<file path="config.mk">
export PLATFORM = sky130hd
export DESIGN_NAME = path_stack_queue
export DESIGN_NICKNAME = d
export VERILOG_FILES = /design/src/rtl/path_pkg.sv /design/src/rtl/path_mem.sv /design/src/rtl/path_stack_queue.sv
export SDC_FILE = /design/constraint.sdc
export NUM_CORES = 2
export LEC_CHECK = 0
export CORE_UTILIZATION = 45
export DETAILED_ROUTE_END_ITERATION = 6
export PLACE_DENSITY = 0.68
export SYNTH_ARGS = -nofsm -noshare
export SYNTH_HDL_FRONTEND = slang
export SYNTH_SLANG_ARGS = --single-unit
</file>
<file path="constraint.sdc">
create_clock -name clk -period 5.8 [get_ports clk]
set_input_delay 0.87 -clock clk [delete_from_list [all_inputs] [get_ports clk]]
set_output_delay 0.87 -clock clk [all_outputs]
set_load 0.01 [all_outputs]
</file>
<file path="src/rtl/path_pkg.sv">
`default_nettype none
// +--------------------------------------------------------------------+
// | path_pkg: shared types and helpers for the path stack/queue store   |
// | Revision: 1.0                                                       |
// +--------------------------------------------------------------------+
package path_pkg;

   typedef enum logic [1:0] {
      SEARCH   = 2'd0,
      REPLAY   = 2'd1,
      FINISHED = 2'd2
   } path_state_e;

   // Location word layout for the default 8-bit {x,y} packing
   localparam int X_HI = 7;
   localparam int X_LO = 4;
   localparam int Y_HI = 3;
   localparam int Y_LO = 0;

   // Count must be able to represent DEPTH itself, hence DEPTH+1
   function automatic int cnt_width(input int depth);
      return $clog2(depth + 1);
   endfunction

   function automatic int addr_width(input int depth);
      return (depth > 1) ? $clog2(depth) : 1;
   endfunction

endpackage
`default_nettype wire

</file>
<file path="src/rtl/path_mem.sv">
`default_nettype none
// +--------------------------------------------------------------------+
// | path_mem: DEPTH x DATA_W storage, synchronous write, read data      |
// | sampled by the caller's output registers. Revision: 1.0             |
// +--------------------------------------------------------------------+
module path_mem #(
   parameter int DATA_W = 8,
   parameter int DEPTH  = 256,
   parameter int ADDR_W = 8
) (
   input  logic              clk,
   input  logic              wr_en,
   input  logic [ADDR_W-1:0] wr_addr,
   input  logic [DATA_W-1:0] wr_data,
   input  logic [ADDR_W-1:0] rd_addr,
   output logic [DATA_W-1:0] rd_data
);

   logic [DATA_W-1:0] mem_q [DEPTH];

   // Contents are intentionally not reset; a read in the same cycle as a
   // write to the same address returns the old word.
   always_ff @(posedge clk) begin
      if (wr_en) begin
         mem_q[wr_addr] <= wr_data;
      end
   end

   assign rd_data = mem_q[rd_addr];

endmodule
`default_nettype wire

</file>
<file path="src/rtl/path_stack_queue.sv">
`default_nettype none
// +--------------------------------------------------------------------+
// | path_stack_queue: LIFO during search, in-order FIFO replay after    |
// | Revision: 1.0                                                       |
// +--------------------------------------------------------------------+
module path_stack_queue
   import path_pkg::*;
#(
   parameter  int DATA_W = 8,
   parameter  int DEPTH  = 256,
   localparam int CNT_W  = cnt_width(DEPTH)
) (
   input  logic              clk,
   input  logic              rst,
   input  logic              clear,
   input  logic              push,
   input  logic [DATA_W-1:0] push_data,
   input  logic              pop,
   output logic [DATA_W-1:0] pop_data,
   output logic              pop_valid,
   input  logic              replay_start,
   output logic              out_valid,
   input  logic              out_ready,
   output logic [DATA_W-1:0] out_data,
   output logic              replay_done,
   output logic [1:0]        mode,
   output logic [CNT_W-1:0]  count,
   output logic              full,
   output logic              empty,
   output logic              overflow,
   output logic              underflow
);

   localparam int AW = addr_width(DEPTH);

   path_state_e       state_q, state_d;
   logic [CNT_W-1:0]  count_q, count_d;
   logic [CNT_W-1:0]  rd_ptr_q, rd_ptr_d;
   logic [DATA_W-1:0] pop_data_q, pop_data_d;
   logic [DATA_W-1:0] out_data_q, out_data_d;
   logic              pop_valid_q, pop_valid_d;
   logic              out_valid_q, out_valid_d;
   logic              replay_done_q, replay_done_d;
   logic              overflow_q, overflow_d;
   logic              underflow_q, underflow_d;

   logic              mem_we;
   logic [AW-1:0]     mem_waddr;
   logic [AW-1:0]     mem_raddr;
   logic [DATA_W-1:0] mem_rdata;
   logic              is_full, is_empty;

   assign is_full  = (count_q == CNT_W'(DEPTH));
   assign is_empty = (count_q == '0);

   path_mem #(
      .DATA_W (DATA_W),
      .DEPTH  (DEPTH),
      .ADDR_W (AW)
   ) u_mem (
      .clk     (clk),
      .wr_en   (mem_we),
      .wr_addr (mem_waddr),
      .wr_data (push_data),
      .rd_addr (mem_raddr),
      .rd_data (mem_rdata)
   );

   always_comb begin
      state_d       = state_q;
      count_d       = count_q;
      rd_ptr_d      = rd_ptr_q;
      pop_data_d    = pop_data_q;
      out_data_d    = out_data_q;
      out_valid_d   = out_valid_q;
      overflow_d    = overflow_q;
      underflow_d   = underflow_q;
      pop_valid_d   = 1'b0;
      replay_done_d = 1'b0;
      mem_we        = 1'b0;
      mem_waddr     = count_q[AW-1:0];
      mem_raddr     = AW'(count_q - CNT_W'(1));

      if (clear) begin
         state_d     = SEARCH;
         count_d     = '0;
         rd_ptr_d    = '0;
         pop_data_d  = '0;
         out_data_d  = '0;
         out_valid_d = 1'b0;
         overflow_d  = 1'b0;
         underflow_d = 1'b0;
      end else begin
         case (state_q)
            SEARCH: begin
               if (replay_start) begin
                  if (!is_empty) begin
                     state_d     = REPLAY;
                     rd_ptr_d    = '0;
                     mem_raddr   = '0;
                     out_data_d  = mem_rdata;
                     out_valid_d = 1'b1;
                  end else begin
                     state_d       = FINISHED;
                     replay_done_d = 1'b1;
                  end
               end else if (push && pop && !is_empty) begin
                  // Replace top: old word leaves on pop_data, new word takes its slot
                  pop_data_d  = mem_rdata;
                  pop_valid_d = 1'b1;
                  mem_we      = 1'b1;
                  mem_waddr   = AW'(count_q - CNT_W'(1));
               end else if (push) begin
                  if (is_full) begin
                     overflow_d = 1'b1;
                  end else begin
                     mem_we  = 1'b1;
                     count_d = count_q + CNT_W'(1);
                  end
               end else if (pop) begin
                  if (is_empty) begin
                     underflow_d = 1'b1;
                  end else begin
                     pop_data_d  = mem_rdata;
                     pop_valid_d = 1'b1;
                     count_d     = count_q - CNT_W'(1);
                  end
               end
            end
            REPLAY: begin
               if (out_valid_q && out_ready) begin
                  if ((rd_ptr_q + CNT_W'(1)) < count_q) begin
                     rd_ptr_d   = rd_ptr_q + CNT_W'(1);
                     mem_raddr  = AW'(rd_ptr_q + CNT_W'(1));
                     out_data_d = mem_rdata;
                  end else begin
                     out_valid_d   = 1'b0;
                     state_d       = FINISHED;
                     replay_done_d = 1'b1;
                  end
               end
            end
            default: begin
               state_d = state_q;
            end
         endcase
      end
   end

   always_ff @(posedge clk or posedge rst) begin
      if (rst) begin
         state_q       <= SEARCH;
         count_q       <= '0;
         rd_ptr_q      <= '0;
         pop_data_q    <= '0;
         out_data_q    <= '0;
         pop_valid_q   <= 1'b0;
         out_valid_q   <= 1'b0;
         replay_done_q <= 1'b0;
         overflow_q    <= 1'b0;
         underflow_q   <= 1'b0;
      end else begin
         state_q       <= state_d;
         count_q       <= count_d;
         rd_ptr_q      <= rd_ptr_d;
         pop_data_q    <= pop_data_d;
         out_data_q    <= out_data_d;
         pop_valid_q   <= pop_valid_d;
         out_valid_q   <= out_valid_d;
         replay_done_q <= replay_done_d;
         overflow_q    <= overflow_d;
         underflow_q   <= underflow_d;
      end
   end

   assign pop_data    = pop_data_q;
   assign pop_valid   = pop_valid_q;
   assign out_data    = out_data_q;
   assign out_valid   = out_valid_q;
   assign replay_done = replay_done_q;
   assign mode        = state_q;
   assign count       = count_q;
   assign full        = is_full;
   assign empty       = is_empty;
   assign overflow    = overflow_q;
   assign underflow   = underflow_q;

endmodule
`default_nettype wire
</file>
==> metrics.md <==
| Metric | Value |
|---|---|
| Most frequent cell after synthesis | edfxtp_1 |
| Max incr delay on CP | around 550 ps |
| FMAX | 173.0 MHz |
| DRT Pass-1 Iters | 7 |
| Worst min-delay path category | input port to async pin |
| Synth Flop Type | edfxtp_1 |
| Gr usage total | 27.49% |
| Crit Path Max Fanout | 45 |
| Placed Cells | between 8000 and 9000 |
| Post-synth EDFFs | just over 2000 |
| Final Critical Period | 5781 ps |
| Critical path data required time | roughly 6500 ps |
| Vias per inst | around 6 |
| Post-DRT Antenna Nets | 0 |
| Int Pwr | 0.03266 W |
| Pins Over Slew Limit | 0 |
| Worst-Skew Late Latency | around 840 ps |
| DRT Wirelength | approximately 260000 um |
| Cell Chain, Critical Path | ha_1 > and3_1 > xnor2_1 > inv_1 > ha_1 > a21oi_1 > o21ai_0 > nor4_1 > a32oi_1 > buf_4 > nand2_8 > buf_16 > buf_16 > mux4_2 > a221oi_1 > nand4_1 > nand4_1 > o32a_1 > o21ai_1 |
| Synth Net Count | 6146 |
| CTS hold repair buffers | 0 |
| First-pass GRT wire length | approximately 380000 um |
| Synth top cells by count | 2048 x edfxtp_1, 1475 x nand2_1, 430 x nand3_1 |
| Setup violators final | 0 |
| Clk root buf | clkbuf_16 |
| Status | finished, violations left |
| Area of the multi-input gates | slightly below 20000 um^2 |
| Worst slew pin tran | 1176 ps |
| I/O Pins | 49 |
| Vias in the first global route | 53770 |
| Startpoint types | flip-flop |
| Vias after detailed routing | between 50000 and 60000 |
| Grt total ovfl | 0 |
| Layout Nets | 6608 |
| Post-Synthesis Cells | approximately 6100 |
| Combinational cell fraction of total power | around 51% |
| CTS H-tree lvls | 4 |
| Synthesized area | approximately 84000 um^2 |
| CTS Buf Count | slightly below 200 |
| Synth async-reset ratio | under 10% |
| CTS tree | done |
| Setup TNS | 0 ps |
| Slew headroom | between 20% and 30% |
| Remaining DRCs | 1 |
| Largest net degree at the start of global routing | slightly below 200 |
| Failing checks | DRC |
| Peak supply drop | roughly 740 uV |
| Max Buffers Root-to-Sink | 3 |
| Std-Cell Rows | 158 |
| Initial antenna violation count | 10 |
| Distinct cells, synth | 78 |
| Share of total power in the clock network | about a fifth |
| Syn Area/Cell | approximately 14 um^2 |
| Register area | 62530 um^2 |
| Multiplexer area fraction after synthesis | 2.512% |
| Worst path bufs/invs | 4 |
| Initial core utilization | a little under half |
| Power per cell area | 607.8 nW/um^2 |
| Hold Slack | 479.5 ps |
| Synth Area in Compound Gates | 7.069% |
| Fin cells | around 9200 |
| Area growth, synth to finish | 16.25% |
| Port-buffer cells | 48 |
| Clock sink count | 2089 |
| Crit path max-delay family | simple AND/OR/NAND/NOR gates |
| DP HPWL | about 160000 um |
| Largest family of logic cells by synthesized area | simple AND/OR/NAND/NOR gates |
| Seq pwr share | between 20 and 30% |
| Final worst path period share | 99.68% |
| Die width | about 430 um |
| Post-synth top area share | 73.22% |
| Simple-Gate Fraction of Synth Area | a little over an eighth |
| Critical path arrival | between 6000 and 7000 ps |
| Fill cell count | approximately 15000 |
| Synth area leader | edfxtp_1 |
| Wire per inst | 28.44 um |
| Die Area | 188400 um^2 |
| Layout cells sized above 1 | between 15 and 20% |
| Iter 0 DRT Violations | 8545 |
| Clock-pin transition on the worst setup and hold timing paths | ~60 ps |
| Post-Synth XOR/XNOR Area | less than 1% |
| P_sw | roughly 0.027 W |
| Leak | ~33 nW |
| Fraction of power spent switching nets | approximately 45% |
| WS Path Type | flip-flop to flip-flop |
| Routability cong. | roughly 0.95 |
| Max cap viols | 0 |
| Slowest stage cell, crit path | mux4_2 |
| Register area share after synthesis | between 70 and 80% |
| Synth Register Bits | about 2100 |
| Top cells by area in the synthesized netlist | edfxtp_1 73%, nand2_1 6.6%, nand3_1 2.6%, nor2_1 1.5%, mux4_2 1.4% |
| Adder-cell share of the synthesized area | 0.1639% |
| CORE AREA | approximately 190000 um^2 |
| Die height | ~430 um |
| Endpoints failing hold | 0 |
| Setup crit end kind | flip-flop |
| Worst Skew | between 20 and 30 ps |
| Synth Warn # | 0 |
[per-layer routing]
layer	track usage [%]	part of all wire (%)	up-vias
met3	6.276	12	656
met4	12.83	5.3	10
li1	-	-	24030
met2	42.08	45	3776
met5	0	0.026	-
met1	37.31	37	28020
[cell type report]
| cell class | instances | share of cell area (%) |
|---|---|---|
| Clock buffer | 258 | 5.378 |
| Tap cell | 2480 | 3.178 |
| Inverter | 23 | 0.08842 |
| Sequential cell | 2089 | 64.04 |
| Clock inverter | 97 | 0.8701 |
| Multi-Input combinational cell | 3590 | 20.13 |
| Timing Repair Buffer | 681 | 6.306 |
| Antenna cell | 3 | 0.007689 |
[worst register-to-register path, cell delays in order, from the launching register on]
cell and delay, ps:
dfrtp_2 460, ha_1 260, and3_1 220, xnor2_1 190, inv_1 110, ha_1 310
a21oi_1 160, o21ai_0 170, nor4_1 310, a32oi_1 160, buf_4 220, nand2_8 270
buf_16 320, buf_16 290, mux4_2 550, a221oi_1 420, nand4_1 380, nand4_1 390
o32a_1 360, o21ai_1 100
[power by group through the flow]
stage | combinational, W | sequential [W] | clock (W)
2_1_floorplan | 0.0150 | 0.0170 | 0
3_3_place_gp | 0.0284 | 0.0171 | 0
3_5_place_dp | 0.0286 | 0.0171 | 0
4_1_cts | 0.0290 | 0.0168 | 0.0125
5_1_grt | 0.0310 | 0.0168 | 0.0131
6_report | 0.0302 | 0.0168 | 0.0124
[state kept, by name, indices dropped and copies added, names as in the netlist]
signal / flops
out_data: 8
pop_data: 8
rd_ptr_q: 9
mode: 2
out_valid: 1
count: 9
pop_valid: 1
underflow: 1
overflow: 1
replay_done: 1
u_mem.mem_q: 2048
[layout by cell type (no fill, tap or decap), types with 13 or more instances in the layout]
cell type and n:
inv_1 17, nor4_1 14, clkinv_2 27, o21ai_0 71, buf_12 66, clkbuf_1 54
and3_1 145, clkdlybuf4s50_1 40, a311oi_1 64, o2111ai_1 36, nand2_1 1474, clkinv_1 45
mux4_2 51, a31oi_1 176, dfrtp_1 40, nand4_1 99, a21oi_1 142, clkbuf_8 13
xnor2_1 18, a32oi_1 54, nand3_1 430, nor2_1 318, edfxtp_1 2048, a211oi_1 125
nor3_1 18, mux2i_1 96, a221oi_1 13, a22oi_1 26, o22ai_1 17, clkbuf_16 200
buf_4 561
[final timing paths]
check,startpoint,end,slack [ps],depth (start not counted)
hold / removal,rst,replay_done,480,3
setup / recovery,rd_ptr_q[0],pop_data[6],20,19
hold reg to reg,overflow,overflow,510,2
setup reg to reg,rd_ptr_q[0],pop_data[6],20,19
max in group asynchronous,rst,rd_ptr_q[0],4900,3
min in group clk,overflow,overflow,510,2
[cell families after synthesis]
kind of cell,Yosys count
compound gates,847
mux,147
simple gates,2559
fa+ha+maj,11
buf+inv,444
xor+xnor,23
flops,2089
[repair_timing]
action | 4_1_cts | 5_1_grt
setup endpoints to repair | 3 | 16
pin swaps | 1 | 11
resized for setup | 5 | 18
setup buffers | 3 | 13
cloned | 1 | 3
[per-stage QoR]
stage	setup slack [ps]	instance area [um^2]	power, W	util (%)
global route	-8.111	97630	0.06085	52.65
detailed placement	-151.1	91210	0.04572	49.19
global placement	-170.0	91210	0.04552	49.19
CTS	-9.484	97380	0.05821	52.52
floorplan	1302	83990	0.03203	-
finish	18.52	97640	0.05934	52.65
Note: power is estimated with default switching activity, not from simulation.
